File: src/rtl/eq_pkg.sv
// Shared equalizer types: band sample/index typedefs and the band meter FSM states.
package eq_pkg;

    localparam int unsigned EQ_NBANDS = 8;
    localparam int unsigned EQ_DATA_W = 16;

    typedef logic signed [15:0] eq_sample_t;
    typedef logic [2:0]         eq_band_idx_t;

    typedef enum logic [1:0] {
        IDLE  = 2'd0,
        ACCUM = 2'd1,
        DUMP  = 2'd2
    } meter_state_t;

endpackage

File: src/rtl/eq_abs_sat.sv
// Combinational saturating absolute value: the most negative input maps to the
// largest positive value so the result always fits in DATA_W-1 magnitude bits.
module eq_abs_sat #(
    parameter int unsigned DATA_W = 16
) (
    input  logic signed [DATA_W-1:0] x,
    output logic        [DATA_W-1:0] abs_c
);

    localparam logic [DATA_W-1:0] MOST_NEG = {1'b1, {(DATA_W-1){1'b0}}};

    logic [DATA_W-1:0] x_u;

    assign x_u = x;

    always_comb begin
        abs_c = x_u;
        if (x_u[DATA_W-1]) begin
            abs_c = (x_u == MOST_NEG) ? ~MOST_NEG : (~x_u + DATA_W'(1));
        end
    end

endmodule

File: src/rtl/eq_band_meter.sv
// Per-band mean-absolute level meter with one time-shared abs/accumulate datapath.
// Optional per-band peak output when EQ_METER_PEAK_EN is defined.
module eq_band_meter
    import eq_pkg::*;
#(
    parameter int unsigned DATA_W   = EQ_DATA_W,
    parameter int unsigned NBANDS   = EQ_NBANDS,
    parameter int unsigned WIN_LOG2 = 8
) (
    input  logic                           clk,
    input  logic                           rst_n,
    input  logic                           in_valid,
    output logic                           in_ready,
    input  logic [NBANDS-1:0][DATA_W-1:0]  band,
    output logic                           lvl_valid,
    input  logic                           lvl_ready,
    output logic [2:0]                     lvl_band,
    output logic [DATA_W-1:0]              lvl_data,
    output logic                           lvl_last
`ifdef EQ_METER_PEAK_EN
    ,
    output logic [DATA_W-1:0]              lvl_peak
`endif
);

    localparam int unsigned ACC_W    = DATA_W + WIN_LOG2;
    localparam logic [2:0]  LAST_IDX = 3'(NBANDS - 1);

    meter_state_t             state;
    logic [2:0]               idx;
    logic [2:0]               idx_nxt_c;
    logic [WIN_LOG2-1:0]      cnt;
    logic signed [DATA_W-1:0] band_hold [NBANDS];
    logic [ACC_W-1:0]         acc [NBANDS];
    logic [DATA_W-1:0]        abs_c;
    logic                     win_done_c;
    logic                     dump_hs_c;

    assign idx_nxt_c  = idx + 3'd1;
    // last accumulate step of the final sample in the window
    assign win_done_c = (state == ACCUM) && (idx == LAST_IDX) && (cnt == '1);
    assign dump_hs_c  = (state == DUMP) && lvl_valid && lvl_ready;

    eq_abs_sat #(
        .DATA_W (DATA_W)
    ) u_abs_sat (
        .x     (band_hold[idx]),
        .abs_c (abs_c)
    );

    always_ff @(posedge clk) begin
        if (!rst_n) begin
            state     <= IDLE;
            in_ready  <= 1'b1;
            lvl_valid <= 1'b0;
            lvl_band  <= '0;
            lvl_data  <= '0;
            lvl_last  <= 1'b0;
            idx       <= '0;
            cnt       <= '0;
            for (int unsigned i = 0; i < NBANDS; i++) begin
                acc[i]       <= '0;
                band_hold[i] <= '0;
            end
        end else begin
            case (state)
                IDLE: begin
                    if (in_valid && in_ready) begin
                        for (int unsigned i = 0; i < NBANDS; i++) begin
                            band_hold[i] <= band[i];
                        end
                        idx      <= '0;
                        in_ready <= 1'b0;
                        state    <= ACCUM;
                    end
                end
                ACCUM: begin
                    acc[idx] <= acc[idx] + ACC_W'(abs_c);
                    if (idx == LAST_IDX) begin
                        cnt <= cnt + WIN_LOG2'(1);
                        if (win_done_c) begin
                            // band 0 finished accumulating 7 edges ago, so its mean is ready now
                            state     <= DUMP;
                            idx       <= '0;
                            lvl_valid <= 1'b1;
                            lvl_band  <= '0;
                            lvl_data  <= DATA_W'(acc[0] >> WIN_LOG2);
                            lvl_last  <= 1'b0;
                        end else begin
                            state    <= IDLE;
                            in_ready <= 1'b1;
                        end
                    end else begin
                        idx <= idx_nxt_c;
                    end
                end
                DUMP: begin
                    if (dump_hs_c) begin
                        acc[idx] <= '0;
                        if (idx == LAST_IDX) begin
                            state     <= IDLE;
                            lvl_valid <= 1'b0;
                            lvl_last  <= 1'b0;
                            in_ready  <= 1'b1;
                            idx       <= '0;
                        end else begin
                            idx      <= idx_nxt_c;
                            lvl_band <= idx_nxt_c;
                            lvl_data <= DATA_W'(acc[idx_nxt_c] >> WIN_LOG2);
                            lvl_last <= (idx_nxt_c == LAST_IDX);
                        end
                    end
                end
                default: begin
                    state    <= IDLE;
                    in_ready <= 1'b1;
                end
            endcase
        end
    end

`ifdef EQ_METER_PEAK_EN
    logic [DATA_W-1:0] peak [NBANDS];

    // peak tracking shares the abs result and follows the same index/handshake as the sums
    always_ff @(posedge clk) begin
        if (!rst_n) begin
            lvl_peak <= '0;
            for (int unsigned i = 0; i < NBANDS; i++) begin
                peak[i] <= '0;
            end
        end else begin
            if ((state == ACCUM) && (abs_c > peak[idx])) begin
                peak[idx] <= abs_c;
            end
            if (win_done_c) begin
                lvl_peak <= peak[0];
            end
            if (dump_hs_c) begin
                peak[idx] <= '0;
                if (idx != LAST_IDX) begin
                    lvl_peak <= peak[idx_nxt_c];
                end
            end
        end
    end
`else
    // without peak tracking the level stream carries only the mean level
`endif

endmodule

File: config.mk
export PLATFORM = sky130hd
export DESIGN_NAME = eq_band_meter
export DESIGN_NICKNAME = d
export VERILOG_FILES = /design/src/rtl/eq_pkg.sv /design/src/rtl/eq_abs_sat.sv /design/src/rtl/eq_band_meter.sv
export SDC_FILE = /design/constraint.sdc
export NUM_CORES = 1
export LEC_CHECK = 0
export ABC_CLOCK_PERIOD_IN_PS = 11000
export BUFFER_PORTS_ARGS = -buffer_cell sky130_fd_sc_hd__buf_2
export CORE_MARGIN = 2
export CORE_UTILIZATION = 55
export DETAILED_ROUTE_END_ITERATION = 12
export PLACE_DENSITY = 0.72
export SYNTH_ARGS = -nofsm -noshare
export SYNTH_HDL_FRONTEND = slang
export SYNTH_SLANG_ARGS = --single-unit
File: constraint.sdc
create_clock -name clk -period 11 [get_ports clk]
set_input_delay 1.65 -clock clk [delete_from_list [all_inputs] [get_ports clk]]
set_output_delay 1.65 -clock clk [all_outputs]
set_load 0.02 [all_outputs]
==> out/qor_table.md <==
| Item | Reported |
| --- | --- |
| Sequential Power Share | 0.462 |
| Global-route usage over all layers | 0.264 |
| Number of filler cells placed in the layout | 2,463 |
| Fin nets | 1,654 |
| Mean instance size in the synthesized netlist | 13.3 um^2 |
| Sequential element share of the synthesized area | 0.569 |
| Root buffer cell | clkbuf_16 |
| H-tree level count | 2 |
| Achievable clock frequency | 0.161 GHz |
| Combined area of the multi-input logic cells | 0.00743 mm^2 |
| Worst-margin pin slew | 1.16 ns |
| Tightest slew margin relative to the limit | 0.223 |
| Critical Setup Path Class | reg -> reg |
| Combinational group share of total power | 0.165 |
| Final Setup Violations | 0 |
| Detailed-route wire length per cell | 22.6 um |
| Type of the tightest min-delay check | reg -> reg |
| Fraction of layout cells with a size suffix above 1 | 0.244 |
| Residual DRC | 0 |
| Die Wd | 186 um |
| Flops & latches, synth | 358 |
| Hold buffer count at CTS | 0 |
| Global-route wire length before repair | 67,700 um |
| Via count of the routed design | 11.9k |
| Switching power share of the total | 0.264 |
| Number of hold-slack violations in the final timing report | 0 |
| Number of I/O pins | 154 |
| Kind of capture point of the worst setup path | register |
| Int Pwr | 0.00257 W |
| Grt ovf | 0 |
| Post-synth top area cell | edfxtp_1 |
| Yosys warning count | 0 |
| Clock tree from TritonCTS | yes |
| Power Density | 169 mW/mm^2 |
| Buffer levels on the longest clock path | 3 |
| Share of async-settable or async-resettable flops after synthesis | 0 |
| Post-synth EDFFs | 320 |
| Largest driver fanout on the critical path | 50 |
| Vias per std cell | 6.05 |
| Initial antenna violation count | 0 |
| Clock Sink Count | 358 |
| Max Transition Viols Final | 0 |
| Final Wtd Congestion | 0.917 |
| Insertion delay of the later-clocked pin in the worst-skew pair | 0.53 ns |
| Type of element launching the critical path | register |
| First-pass detailed-route iteration total | 5 |
| Initial detailed-routing violation count | 1,010 |
| Synth area leaders | edfxtp_1 53%, mux4_2 11%, and2_1 4.5% |
| Remaining number of nets flagged by the antenna check after routing | 0 |
| Final clock period utilization by the worst path | 0.566 |
| Origin of the worst min-delay path | lvl_band[1]$_SDFFE_PN0P_ |
| Leakage power figure | 7.58 nW |
| Final wirelength | 44,500 um |
| Total nets after synthesis | 1,527 |
| Die boundary height | 186 um |
| Pin count of the biggest net entering global routing | 97 |
| Most instantiated flip-flop cell in the synthesis netlist | edfxtp_1 |
| Worst Hold Margin | 0.456 ns |
| Arrival time worst endpoint | 6.54 ns |
| Initial core utilization | 0.559 |
| Tmin final | 6.22 ns |
| Status | finished, final reports clean |
| Number of buffers added on ports | 153 |
| Cts repair resizes | 0 |
| Cell area after synthesis | 0.0182 mm^2 |
| Core box area | 0.0326 mm^2 |
| Final critical-path setup slack | 4.78 ns |
| Slack of the worst reg-to-reg path | 4.78 ns |
| Worst VDD drop | 123 uV |
| Number of global-route vias before repair | 11.9k |
| Max-cap check violation count | 0 |
| Cell variety after synth | 72 |
| Most frequent cells in the layout | 320 x edfxtp_1, 217 x nor2_1, 153 x buf_2, 132 x and2_1, 90 x mux4_2 |
| Largest clock skew in the final design | 0.0207 ns |
| Layout overhead on the synthesized area | 13.0% |
| Unrepaired setup endpoints after global routing | false |
| Instance count of the mapped netlist | 1,369 |
| Core Rows | 66 |
| Area of all sequential standard cells | 0.0104 mm^2 |
| HPWL after detailed placement | 28,300 um |
| End point of the most critical hold path | lvl_band[1]$_SDFFE_PN0P_ |
| CTS Buf Count | 40 |
| Fraction of power consumed by the clock network | 0.373 |
| Area enclosed by the die boundary | 0.0346 mm^2 |
| Clk pin slew, worst setup/hold paths | 0.06 ns |
| Required arrival time at the worst endpoint | 11.31 ns |
| Post-CTS setup buffers | 0 |
| Switching Power | 0.000922 W |
| Most common cell after layout, fill and taps aside | edfxtp_1 |
| Diode insertion count for antenna repair | 0 |
| Core occupancy in the finished layout | 0.631 |
| Reg-to-reg critical path endpoint | acc[1][22]$_SDFFCE_PN0P_ |
| Worst Hold Path Cells | 2 |
| Reg2Reg Depth | 18 |
| Aggregate negative setup slack | 0 ns |
| Placement-stage worst setup slack | 4.86 ns |
| Yosys top cell area share | 0.527 |
==> worst max path at each step <==
stage | startpoint | to | slack, ns | cells past startpoint
2_1_floorplan | rst_n | band_hold[0][0]$_SDFFCE_PN0P_ | 5.58 | 3
6_report | register | acc[1][22]$_SDFFCE_PN0P_ | 4.78 | 18
3_5_place_dp | register | acc[1][22]$_SDFFCE_PN0P_ | 4.86 | 18
4_1_cts | register | acc[7][18]$_SDFFCE_PN0P_ | 4.81 | 18
5_1_grt | register | acc[1][22]$_SDFFCE_PN0P_ | 4.33 | 18
3_3_place_gp | register | acc[2][16]$_SDFFCE_PN0P_ | 5.00 | 18
==> cell usage after synthesis, types with 4 or more instances <==
| cell type | count |
|---|---|
| ha_1 | 25 |
| dfxtp_1 | 38 |
| mux2_2 | 30 |
| xor2_1 | 13 |
| a31oi_1 | 4 |
| a211oi_1 | 20 |
| or3_1 | 7 |
| xnor2_1 | 11 |
| a21oi_1 | 53 |
| nand4_1 | 8 |
| mux2i_1 | 37 |
| o21a_1 | 7 |
| nand2_1 | 65 |
| edfxtp_1 | 320 |
| nor3b_1 | 4 |
| and2_1 | 132 |
| mux4_1 | 16 |
| o21bai_1 | 8 |
| inv_1 | 14 |
| buf_1 | 6 |
| nor2_1 | 218 |
| o21ai_0 | 13 |
| nand2b_1 | 6 |
| mux4_2 | 90 |
| clkbuf_1 | 51 |
| and3_1 | 6 |
| buf_2 | 20 |
| nor3_1 | 56 |
| nand3_1 | 19 |
| nor2b_1 | 8 |
==> routing by layer <==
layer | GRT usage | part of all wire | vias to the layer above | routed length [um]
met5 | 0 | 0 | - | 0
met4 | 0.0816 | 0.030 | 0 | 1340
met3 | 0.0376 | 0.069 | 107 | 3050
met2 | 0.467 | 0.51 | 526 | 22500
met1 | 0.338 | 0.39 | 5860 | 17600
li1 | - | - | 5422 | -
==> flip-flops by register name (all words and copies together), names as in the netlist, named ones only <==
name / cells
band_hold: 128
state: 2
cnt: 8
lvl_band: 3
in_ready: 1
lvl_data: 16
idx: 3
acc: 192
lvl_last: 1
lvl_valid: 1
==> logic make-up after synthesis <==
kind of cell    count (synthesis)  share of synthesized area
compound gates                135                     0.0491
xor+xnor                       25                     0.0124
fa+ha+maj                      26                     0.0183
buf+inv                        99                     0.0252
flops                         358                      0.569
mux                           177                      0.177
simple gates                  549                      0.149
==> per-stage QoR <==
stage	power (W)	cell area (um^2)	cells
2_1_floorplan	0.00204	18200	1369
3_3_place_gp	0.00219	19300	1896
3_5_place_dp	0.00221	19300	1896
4_1_cts	0.00349	20600	1970
5_1_grt	0.00361	20600	1970
6_report	0.00349	20600	1970
==> power by group through the flow <==
stage	logic, W	clock network, W	registers [W]
detailed placement	0.000568	0	0.00164
global placement	0.000559	0	0.00163
CTS	0.000571	0.00131	0.00161
global route	0.000626	0.00136	0.00162
floorplan	0.000414	0	0.00163
finish	0.000577	0.00130	0.00161
==> final cells by class <==
| cell class | instances | share of cell area |
|---|---|---|
| inverters | 15 | 0.00273 |
| well taps | 442 | 0.0269 |
| flip-flops and latches | 358 | 0.504 |
| multi-input cells | 912 | 0.361 |
| clock buffers | 57 | 0.0542 |
| clock inverters | 17 | 0.00808 |
| repair buffers | 169 | 0.0430 |
==> critical path: stages, from the launching register on <==
cell	delay (ns)
dfxtp_4	0.70
buf_4	0.85
mux4_2	0.37
mux2i_1	0.07
buf_4	0.24
nor3b_1	0.28
and2_1	0.27
nand2_2	0.19
nand2_1	0.13
ha_1	0.17
inv_1	0.06
fa_1	0.40
nor2b_1	0.16
o31a_1	0.21
o311a_1	0.22
nor3_1	0.07
o31ai_1	0.83
a31oi_1	0.44
nor3_1	0.34
Note: power is estimated with default switching activity, not from simulation.
